### src/rtl/mem_stage_if.sv
// Bundle of pipeline-side and RAM-side signals for the memory-stage controller.
// The controller binds to the slave modport; the pipeline/RAM environment binds to master.
interface mem_stage_if #(
  parameter int MEM_WORDS = 1024
);
  localparam int AW = $clog2(MEM_WORDS);

  logic          mem_req;
  logic          mem_wr_en;
  logic          byte_op;
  logic [31:0]   alu_mem_addr;
  logic [31:0]   mem_data_in;

  logic          ram_req;
  logic          ram_we;
  logic [AW-1:0] ram_addr;
  logic [3:0]    ram_be;
  logic [31:0]   ram_wdata;
  logic          ram_ack;
  logic [31:0]   ram_rdata;

  logic [31:0]   mem_data_out;
  logic          busy;
  logic          done;
  logic          mem_err;

  modport slave (
    input  mem_req, mem_wr_en, byte_op, alu_mem_addr, mem_data_in,
    input  ram_ack, ram_rdata,
    output ram_req, ram_we, ram_addr, ram_be, ram_wdata,
    output mem_data_out, busy, done, mem_err
  );

  modport master (
    output mem_req, mem_wr_en, byte_op, alu_mem_addr, mem_data_in,
    output ram_ack, ram_rdata,
    input  ram_req, ram_we, ram_addr, ram_be, ram_wdata,
    input  mem_data_out, busy, done, mem_err
  );
endinterface

### src/rtl/mem_stage_ctrl.sv
// Memory-stage controller: validates a load/store, drives one RAM request with a
// bounded wait, and returns a registered load result with a one-cycle Done pulse.
module mem_stage_ctrl #(
  parameter logic [31:0] BASE_ADDR = 32'h0000_0400,
  parameter int          MEM_WORDS = 1024,
  parameter int          TIMEOUT   = 16
) (
  input  logic      clk,
  input  logic      reset,
  mem_stage_if.slave bus
);
  localparam int          AW    = $clog2(MEM_WORDS);
  localparam int          CW    = $clog2(TIMEOUT + 1);
  localparam logic [32:0] LIMIT = {1'b0, BASE_ADDR} + 33'(4 * MEM_WORDS);

  typedef enum logic [1:0] {IDLE, ACCESS, DONE} state_t;

  state_t        state;
  logic [CW-1:0] cnt;
  logic          is_byte;
  logic [1:0]    byte_sel;
  logic          addr_bad;

  function automatic logic [3:0] lane_en(input logic wr, input logic bo, input logic [1:0] sel);
    if (wr && bo) return 4'b0001 << sel;
    return 4'b1111;
  endfunction

  function automatic logic [31:0] store_data(input logic bo, input logic [31:0] d);
    return bo ? {4{d[7:0]}} : d;
  endfunction

  function automatic logic [31:0] load_data(input logic bo, input logic [1:0] sel,
                                            input logic [31:0] r);
    if (!bo) return r;
    case (sel)
      2'd0:    return {24'd0, r[7:0]};
      2'd1:    return {24'd0, r[15:8]};
      2'd2:    return {24'd0, r[23:16]};
      default: return {24'd0, r[31:24]};
    endcase
  endfunction

  // Misaligned word access or an address outside the RAM window is rejected up front.
  always_comb begin
    addr_bad = (!bus.byte_op && (bus.alu_mem_addr[1:0] != 2'b00)) ||
               ({1'b0, bus.alu_mem_addr} < {1'b0, BASE_ADDR}) ||
               ({1'b0, bus.alu_mem_addr} >= LIMIT);
  end

  always_ff @(posedge clk) begin
    if (!reset) begin
      state            <= IDLE;
      cnt              <= '0;
      is_byte          <= 1'b0;
      byte_sel         <= 2'b00;
      bus.ram_req      <= 1'b0;
      bus.ram_we       <= 1'b0;
      bus.ram_addr     <= '0;
      bus.ram_be       <= 4'b0000;
      bus.ram_wdata    <= 32'd0;
      bus.mem_data_out <= 32'd0;
      bus.busy         <= 1'b0;
      bus.done         <= 1'b0;
      bus.mem_err      <= 1'b0;
    end else begin
      case (state)
        IDLE: begin
          bus.done    <= 1'b0;
          bus.mem_err <= 1'b0;
          if (bus.mem_req) begin
            bus.busy <= 1'b1;
            if (addr_bad) begin
              state       <= DONE;
              bus.done    <= 1'b1;
              bus.mem_err <= 1'b1;
            end else begin
              state         <= ACCESS;
              cnt           <= CW'(1);
              is_byte       <= bus.byte_op;
              byte_sel      <= bus.alu_mem_addr[1:0];
              bus.ram_req   <= 1'b1;
              bus.ram_we    <= bus.mem_wr_en;
              bus.ram_addr  <= AW'((bus.alu_mem_addr - BASE_ADDR) >> 2);
              bus.ram_be    <= lane_en(bus.mem_wr_en, bus.byte_op, bus.alu_mem_addr[1:0]);
              bus.ram_wdata <= store_data(bus.byte_op, bus.mem_data_in);
            end
          end
        end
        // An acknowledge on the final counted cycle still wins over the timeout.
        ACCESS: begin
          if (bus.ram_ack) begin
            state       <= DONE;
            bus.ram_req <= 1'b0;
            bus.done    <= 1'b1;
            bus.mem_err <= 1'b0;
            if (!bus.ram_we) bus.mem_data_out <= load_data(is_byte, byte_sel, bus.ram_rdata);
          end else if (cnt == CW'(TIMEOUT)) begin
            state       <= DONE;
            bus.ram_req <= 1'b0;
            bus.done    <= 1'b1;
            bus.mem_err <= 1'b1;
          end else begin
            cnt <= cnt + CW'(1);
          end
        end
        DONE: begin
          state       <= IDLE;
          cnt         <= '0;
          bus.busy    <= 1'b0;
          bus.done    <= 1'b0;
          bus.mem_err <= 1'b0;
        end
        default: state <= IDLE;
      endcase
    end
  end
endmodule

### src/flat_wrapper.sv
// flat-port wrapper written by rule: the top's interface ports become plain ports
module mem_stage_ctrl_flat 
#(
  parameter logic [31:0] BASE_ADDR = 32'h0000_0400,
  parameter int          MEM_WORDS = 1024,
  parameter int          TIMEOUT   = 16
)
  (clk, reset, bus_mem_req, bus_mem_wr_en, bus_byte_op, bus_alu_mem_addr, bus_mem_data_in, bus_ram_ack, bus_ram_rdata, bus_ram_req, bus_ram_we, bus_ram_addr, bus_ram_be, bus_ram_wdata, bus_mem_data_out, bus_busy, bus_done, bus_mem_err);
  mem_stage_if #(.MEM_WORDS(MEM_WORDS)) bus_i ();
  input  logic clk;
  input  logic reset;
  input wire logic [$bits(bus_i.mem_req)-1:0] bus_mem_req;
  input wire logic [$bits(bus_i.mem_wr_en)-1:0] bus_mem_wr_en;
  input wire logic [$bits(bus_i.byte_op)-1:0] bus_byte_op;
  input wire logic [$bits(bus_i.alu_mem_addr)-1:0] bus_alu_mem_addr;
  input wire logic [$bits(bus_i.mem_data_in)-1:0] bus_mem_data_in;
  input wire logic [$bits(bus_i.ram_ack)-1:0] bus_ram_ack;
  input wire logic [$bits(bus_i.ram_rdata)-1:0] bus_ram_rdata;
  output wire logic [$bits(bus_i.ram_req)-1:0] bus_ram_req;
  output wire logic [$bits(bus_i.ram_we)-1:0] bus_ram_we;
  output wire logic [$bits(bus_i.ram_addr)-1:0] bus_ram_addr;
  output wire logic [$bits(bus_i.ram_be)-1:0] bus_ram_be;
  output wire logic [$bits(bus_i.ram_wdata)-1:0] bus_ram_wdata;
  output wire logic [$bits(bus_i.mem_data_out)-1:0] bus_mem_data_out;
  output wire logic [$bits(bus_i.busy)-1:0] bus_busy;
  output wire logic [$bits(bus_i.done)-1:0] bus_done;
  output wire logic [$bits(bus_i.mem_err)-1:0] bus_mem_err;
  assign bus_i.mem_req = bus_mem_req;
  assign bus_i.mem_wr_en = bus_mem_wr_en;
  assign bus_i.byte_op = bus_byte_op;
  assign bus_i.alu_mem_addr = bus_alu_mem_addr;
  assign bus_i.mem_data_in = bus_mem_data_in;
  assign bus_i.ram_ack = bus_ram_ack;
  assign bus_i.ram_rdata = bus_ram_rdata;
  assign bus_ram_req = bus_i.ram_req;
  assign bus_ram_we = bus_i.ram_we;
  assign bus_ram_addr = bus_i.ram_addr;
  assign bus_ram_be = bus_i.ram_be;
  assign bus_ram_wdata = bus_i.ram_wdata;
  assign bus_mem_data_out = bus_i.mem_data_out;
  assign bus_busy = bus_i.busy;
  assign bus_done = bus_i.done;
  assign bus_mem_err = bus_i.mem_err;
  mem_stage_ctrl #(.BASE_ADDR(BASE_ADDR), .MEM_WORDS(MEM_WORDS), .TIMEOUT(TIMEOUT)) u_core (.clk(clk), .reset(reset), .bus(bus_i));
endmodule
### config.mk
export PLATFORM = sky130hd
export DESIGN_NAME = mem_stage_ctrl_flat
export DESIGN_NICKNAME = d
export VERILOG_FILES = /design/src/rtl/mem_stage_if.sv /design/src/rtl/mem_stage_ctrl.sv /design/src/flat_wrapper.sv
export SDC_FILE = /design/constraint.sdc
export NUM_CORES = 1
export LEC_CHECK = 0
export BUFFER_PORTS_ARGS = -buffer_cell sky130_fd_sc_hd__buf_2
export CAP_MARGIN = 10
export CELL_PAD_IN_SITES_DETAIL_PLACEMENT = 0
export CELL_PAD_IN_SITES_GLOBAL_PLACEMENT = 2
export CORE_UTILIZATION = 27
export CTS_CLUSTER_DIAMETER = 30
export DETAILED_ROUTE_END_ITERATION = 7
export PLACE_DENSITY = 0.81
export SYNTH_ARGS = -nofsm -noshare
export SYNTH_HDL_FRONTEND = slang
export SYNTH_SLANG_ARGS = --single-unit
### constraint.sdc
create_clock -name clk -period 2.5 [get_ports clk]
set_input_delay 0.375 -clock clk [delete_from_list [all_inputs] [get_ports clk]]
set_output_delay 0.375 -clock clk [all_outputs]
set_load 0.03 [all_outputs]
# Yosys cells after proc, flatten, opt, wreduce, memory -nomap -nowiden
# Index checks and enable logic that the tools add are counted.
dict set report classes {
  n_addsub 2
  multipliers 0
  n_div 0
  magnitude_cmp 2
  n_eq_ne 10
  n_shift 1
  mux 40
  bitwise 2
  n_reduce_logical 18
}
# cell count
set op_table {}
lappend op_table {{$mux W32} 3}
lappend op_table {{$ge A32 B13 Y1 const B} 1}
lappend op_table {{$lt A32 B11 Y1 const B} 1}
lappend op_table {{$pmux W8 S3} 1}
lappend op_table {{$mux W1} 20}
lappend op_table {{$mux W5} 4}
lappend op_table {{$pmux W5 S3} 1}
lappend op_table {{$sub A12 B11 Y12 const B} 1}
lappend op_table {{$mux W2} 4}
lappend op_table {{$mux W4} 2}
lappend op_table {{$ne A2 B2 Y1 const B} 4}
lappend op_table {{$pmux W1 S3} 2}
lappend op_table {{$reduce_and A2 Y1} 3}
lappend op_table {{$reduce_and A3 Y1} 2}
lappend op_table {{$reduce_bool A2 Y1} 3}
lappend op_table {{$add A5 B1 Y5 const B} 1}
lappend op_table {{$eq A5 B5 Y1 const B} 1}
lappend op_table {{$reduce_and A5 Y1} 1}
lappend op_table {{$eq A2 B1 Y1 const B} 2}
lappend op_table {{$eq A2 B2 Y1 const B} 2}
lappend op_table {{$logic_not A2 Y1} 2}
lappend op_table {{$pmux W1 S2} 2}
lappend op_table {{$pmux W2 S2} 1}
lappend op_table {{$reduce_and A4 Y1} 1}
lappend op_table {{7 further kinds} 10}
dict set report word_totals {
  ff_bits 93
  latch_bits 0
  ramBits 0
  rom_bits 0
  out_inout_bits 83
  wordCells 88
  mem_count 0
}

# Depth between registers and ports, before layout
dict set report depth {
  ltp_word 9
  depth_mapped 9
  mapped_depth_nobuf 7
}

# Least setup slack after synthesis
# Ideal clock, no wire load.
dict set report synth_timing {
  kind {input -> register}
  startpoint {input bus_alu_mem_addr[26]}
  endpoint {register u_core.bus.ram_wdata[14]}
  arrival_ns 1.887
  t_required_ns 2.366
  path_slack_ns 0.479
  path_stages 7
  cell_sequence {or4_1 > nor4_1 > nand3_1 > nor3_1 > buf_2 > buf_4 > a211oi_1}
}
dict set report synth_via {
  elab_chain_cells 5
  word_cells_on_any_way 6
}
# element line
set synth_rtl {}
lappend synth_rtl {{start, declared} flat_wrapper.sv:15} ;# input wire logic [$bits(bus_i.alu_mem_addr)-1:0] bus_alu_mem_addr;
lappend synth_rtl {{$lt A32 B11 Y1} mem_stage_ctrl.sv:47} ;# ({1'b0, bus.alu_mem_addr} < {1'b0, BASE_ADDR}) ||
lappend synth_rtl {{$logic_or A1 B1 Y1} mem_stage_ctrl.sv:46} ;# addr_bad = (!bus.byte_op && (bus.alu_mem_addr[1:0] != 2'b00)) ||
lappend synth_rtl {{$logic_or A1 B1 Y1 (*)} mem_stage_ctrl.sv:47}
lappend synth_rtl {{$not A1 Y1 (no source line) (*)} n/a}
lappend synth_rtl {{$reduce_and A3 Y1 (no source line) (*)} n/a}
lappend synth_rtl {{end signal, assigned} mem_stage_ctrl.sv:86} ;# bus.ram_wdata <= store_data(bus.byte_op, bus.mem_data_in);
lappend synth_rtl {{end, declared} mem_stage_if.sv:30} ;# output ram_req, ram_we, ram_addr, ram_be, ram_wdata,
# Every way passes the cells marked *; elsewhere a longest branch is shown, timed or not.
# A chain may end at the register's enable or synchronous reset.

# Worst setup path after layout
dict set report layout_timing {
  startpoint {input bus_alu_mem_addr[26]}
  endpoint {register u_core.bus.ram_be[1]}
}
dict set report layout_via {
  elab_chain_cells 5
  word_cells_on_any_way 6
}
# element line
set layout_rtl {}
lappend layout_rtl {{$lt A32 B11 Y1} mem_stage_ctrl.sv:47}
lappend layout_rtl {{$logic_or A1 B1 Y1} mem_stage_ctrl.sv:46}
lappend layout_rtl {{$logic_or A1 B1 Y1 (*)} mem_stage_ctrl.sv:47}
lappend layout_rtl {{$not A1 Y1 (no source line) (*)} n/a}
lappend layout_rtl {{$reduce_and A3 Y1 (no source line) (*)} n/a}
lappend layout_rtl {{end signal, assigned} mem_stage_ctrl.sv:85} ;# bus.ram_be <= lane_en(bus.mem_wr_en, bus.byte_op, bus.alu_mem_addr[1:0]);
lappend layout_rtl {{end, declared} mem_stage_if.sv:30}
# Marked as above.

==> results.py <==
metrics = {
    "sta": {
        "whs_ns": 0.297,
        "rsz0062_at_grt": "false",
        "worst_clock_skew_ns": 0.00769,
        "slew_viol_final": 0,
        "setup_ws_ns": 0.526,
        "relSlewSlack_pct": 48.4,
        "worst_pin_slew_ns": 0.768,
        "setup_viol": 0,
        "final.min_clock_period_ns": 1.97,
        "finalHoldViolCount": 0,
        "fin_crit_sh_pct": 79.0,
        "max_freq_ghz": 0.507,
        "fin_setup_tns_ns": 0,
    },
    "placed_design": {
        "dp_slack_ns": 0.192,
        "hpwlAfterDp_mm": 10.5,
        "io_buffers": 184,
        "gp_congestion": 0.772,
    },
    "cts": {
        "post_cts_resized": 0,
        "hold_buffers": 0,
        "cts.path.max_buffers": 2,
        "cts.sinks": 93,
        "postCtsSetupRepairBufs": 0,
        "clkLatencyLatePin_ns": 0.34,
        "ctsHtreeMaxLevel": 3,
        "cts-root-buf": "clkbuf_16",
        "clk_pin_slew_ns": 0.07,
        "cts_buffers": 9,
        "tritoncts": "done",
    },
    "cells_and_area": {
        "utilization_pct": 36.9,
        "area_growth_pct": 32.2,
        "drive_above_1_share_pct": 34.6,
        "fillers": 1755,
        "finalNetCount": 781,
    },
    "power_and_ir_drop": {
        "power_frac_seq_pct": 48.2,
        "switching_share_pct": 25.4,
        "power.density_nw_per_um2": 525,
        "intPower_mw": 2.31,
        "power_switching_uw": 787,
        "pwr-share-clk_pct": 41.8,
        "power_frac_comb_pct": 10.0,
        "leakage_nw": 2.42,
        "vdd_drop_max_mv": 0.309,
        "p_total_mw": 3.10,
    },
    "setup_path": {
        "r2r-end": "u_core.bus.ram_be[1]",
        "crit_arrival_ns": 2.22,
        "worstRegToRegCells": 6,
        "ff2ff_setup_slack_ns": 0.55,
        "slowest_stage": "or4_1",
        "worstSetupStartpointType": "primary input",
        "cp.required_ns": 2.74,
        "reg2reg_from": "u_core.state[0]",
        "path_max_fanout": 49,
        "crit_chain": "buf_2 -> or4_1 -> nor4_1 -> and3_2 -> buf_12 -> a31oi_1 -> a211oi_1",
        "cp-end-kind": "flop",
        "critical_path_class": "in -> reg",
        "slowest_delay_ns": 0.51,
    },
    "synth": {
        "ys_warn_count": 0,
        "async_flop_share_pct": 0,
        "synth-main-ff-cell": "dfxtp_1",
        "ys_seq_area_share_pct": 41.8,
        "syn_inst": 514,
        "yosys.area.top_type": "dfxtp_1",
        "syn_area_um2": 4460,
        "synth_seq_cells": 93,
        "synthTopCellsByArea": "dfxtp_1, a21oi_1, mux2i_1",
        "synth-edff-count": 0,
        "avgSynthCellArea_um2": 8.68,
        "synth_top_area_share_pct": 41.8,
        "syn_nets": 624,
        "synth_cell_types": 43,
    },
    "global_route": {
        "grt_pass1_vias": 4329,
        "grt_max_degree": 86,
        "grt_first_pass_wirelength_mm": 22.7,
        "grt_overflow": 0,
        "grt.total_usage_pct": 17.1,
        "grt_antenna_before_repair": 1,
    },
    "drt": {
        "drc": 0,
        "vias": 4573,
        "drtIter0Drc": 271,
        "drt_wl_total_mm": 14.7,
        "vias_per_cell": 5.12,
        "first_pass_iters": 4,
        "postRouteAntennaNets": 0,
        "wl_per_cell_um": 16.5,
    },
    "die": {
        "start_util_pct": 27.9,
        "die_w_um": 131,
        "core_um2": 16000,
        "io_pins": 185,
        "die_area_um2": 17000,
        "rows": 46,
        "die-height_um": 131,
    },
    "hold_path": {
        "min_from": "bus_alu_mem_addr[5]",
        "hold_depth": 3,
        "hold_path_class": "in -> reg",
        "min_to": "u_core.bus.ram_addr[3]",
    },
    "status": {
        "status": "completed",
    },
    "flow_run": {
        "cap_viol_max_count": 0,
    },
}
-- layout by cell type (no fill, tap or decap), types with 2 or more instances in the layout --
master	synthesis	layout
buf_2	9	184
dfxtp_1	93	93
a21oi_1	58	58
nand2_1	33	33
a31oi_1	29	29
o21ai_0	29	29
a211oi_1	28	28
mux2i_1	25	25
nand3b_1	24	24
nand4_1	22	22
nor2_1	19	18
inv_1	12	11
nor3_1	12	11
a221oi_1	9	9
clkbuf_16	0	9
buf_4	1	9
or4_1	8	8
mux2_2	8	8
a22o_1	8	8
ha_1	8	8
buf_12	0	5
clkinv_2	0	4
or2_2	3	3
nor4_1	3	3
nand3_1	3	3
o221a_1	3	3
nand4b_1	2	2
and2_1	3	2
and3_2	0	2
o21a_1	2	2
nor2b_1	2	2
a2111oi_0	2	2
-- cells in the mapped netlist (3+ instances only) --
cell	count
dfxtp_1	93
a21oi_1	58
clkbuf_1	41
nand2_1	33
a31oi_1	29
o21ai_0	29
a211oi_1	28
mux2i_1	25
nand3b_1	24
nand4_1	22
nor2_1	19
inv_1	12
nor3_1	12
a221oi_1	9
buf_2	9
a22o_1	8
ha_1	8
mux2_2	8
or4_1	8
and2_1	3
nand3_1	3
nor4_1	3
o221a_1	3
or2_2	3
-- per-layer routing --
metal  vias to the layer above  GRT usage (%)  routed length, um
met1                      2184           22.2               6700
li1                       2254              -                  -
met5                         -              0                  0
met3                        13           2.61                652
met4                         0           6.49                206
met2                       122           28.5               7160
-- sequential cells by signal (all words and copies together), names as in the netlist --
signal,flops
u_core.bus.mem_err,1
u_core.bus.ram_req,1
u_core.bus.done,1
u_core.bus.ram_wdata,32
u_core.bus.ram_be,4
u_core.is_byte,1
u_core.bus.ram_addr,10
u_core.state,2
u_core.bus.mem_data_out,32
u_core.bus.busy,1
u_core.cnt,5
u_core.byte_sel,2
u_core.bus.ram_we,1
-- power by group through the flow --
stage / combinational [mW] / clock, mW / sequential [mW]
floorplan: 0.143 / 0 / 1.53
global placement: 0.307 / 0 / 1.53
detailed placement: 0.309 / 0 / 1.53
CTS: 0.310 / 1.33 / 1.49
global route: 0.336 / 1.39 / 1.49
finish: 0.309 / 1.30 / 1.49
-- how the worst max path moves through the flow --
stage / end / depth (start not counted) / slack, ns / start
floorplan: u_core.bus.ram_wdata[14] / 7 / 0.48 / bus_alu_mem_addr[26]
global placement: u_core.bus.ram_req / 7 / 0.28 / bus_alu_mem_addr[26]
detailed placement: u_core.bus.ram_be[1] / 7 / 0.19 / bus_alu_mem_addr[26]
CTS: u_core.bus.mem_err / 8 / 0.54 / u_core.state[1]
global route: u_core.bus.mem_err / 8 / 0.34 / u_core.state[1]
finish: u_core.bus.ram_be[1] / 7 / 0.53 / bus_alu_mem_addr[26]
-- stage by stage --
step,cell area (um2),instances
after global placement,5620,876
after CTS,5890,892
after global routing,5900,893
after floorplan,4460,514
after detailed placement,5620,876
final,5900,893
-- kinds of logic (layout without fill, tap and decap cells) --
kind of cell	after synthesis	after routing	share of synthesized area (%)
AO/OA/AOI/OAI	175	175	24.7
XOR/XNOR	1	1	0.196
adder cells (fa/ha/maj)	8	8	2.24
buffers and inverters	64	226	5.72
flip-flops	93	93	41.8
multiplexers	33	33	7.63
other	0	1	0
AND/OR/NAND/NOR	140	140	17.7
-- cell type report --
cell class                      instances  area [um2]  share of cell area (%)
Clock inverter                          6        36.3                   0.615
Sequential cell                        93        1860                    31.6
Clock buffer                           10         239                    4.05
Tap cell                              216         270                    4.58
Antenna cell                            1        2.50                  0.0424
Multi-Input combinational cell        357        2350                    39.9
Inverter                               12        45.0                   0.764
Timing Repair Buffer                  198        1090                    18.5
-- worst max-delay path: cells and delay by family --
kind	cells	cell delay (ns)
AOI/OAI and AO/OA	2	0.37
buffers and inverters	2	0.33
and+or+nand+nor	3	1.12
Note: power is estimated with default switching activity, not from simulation.
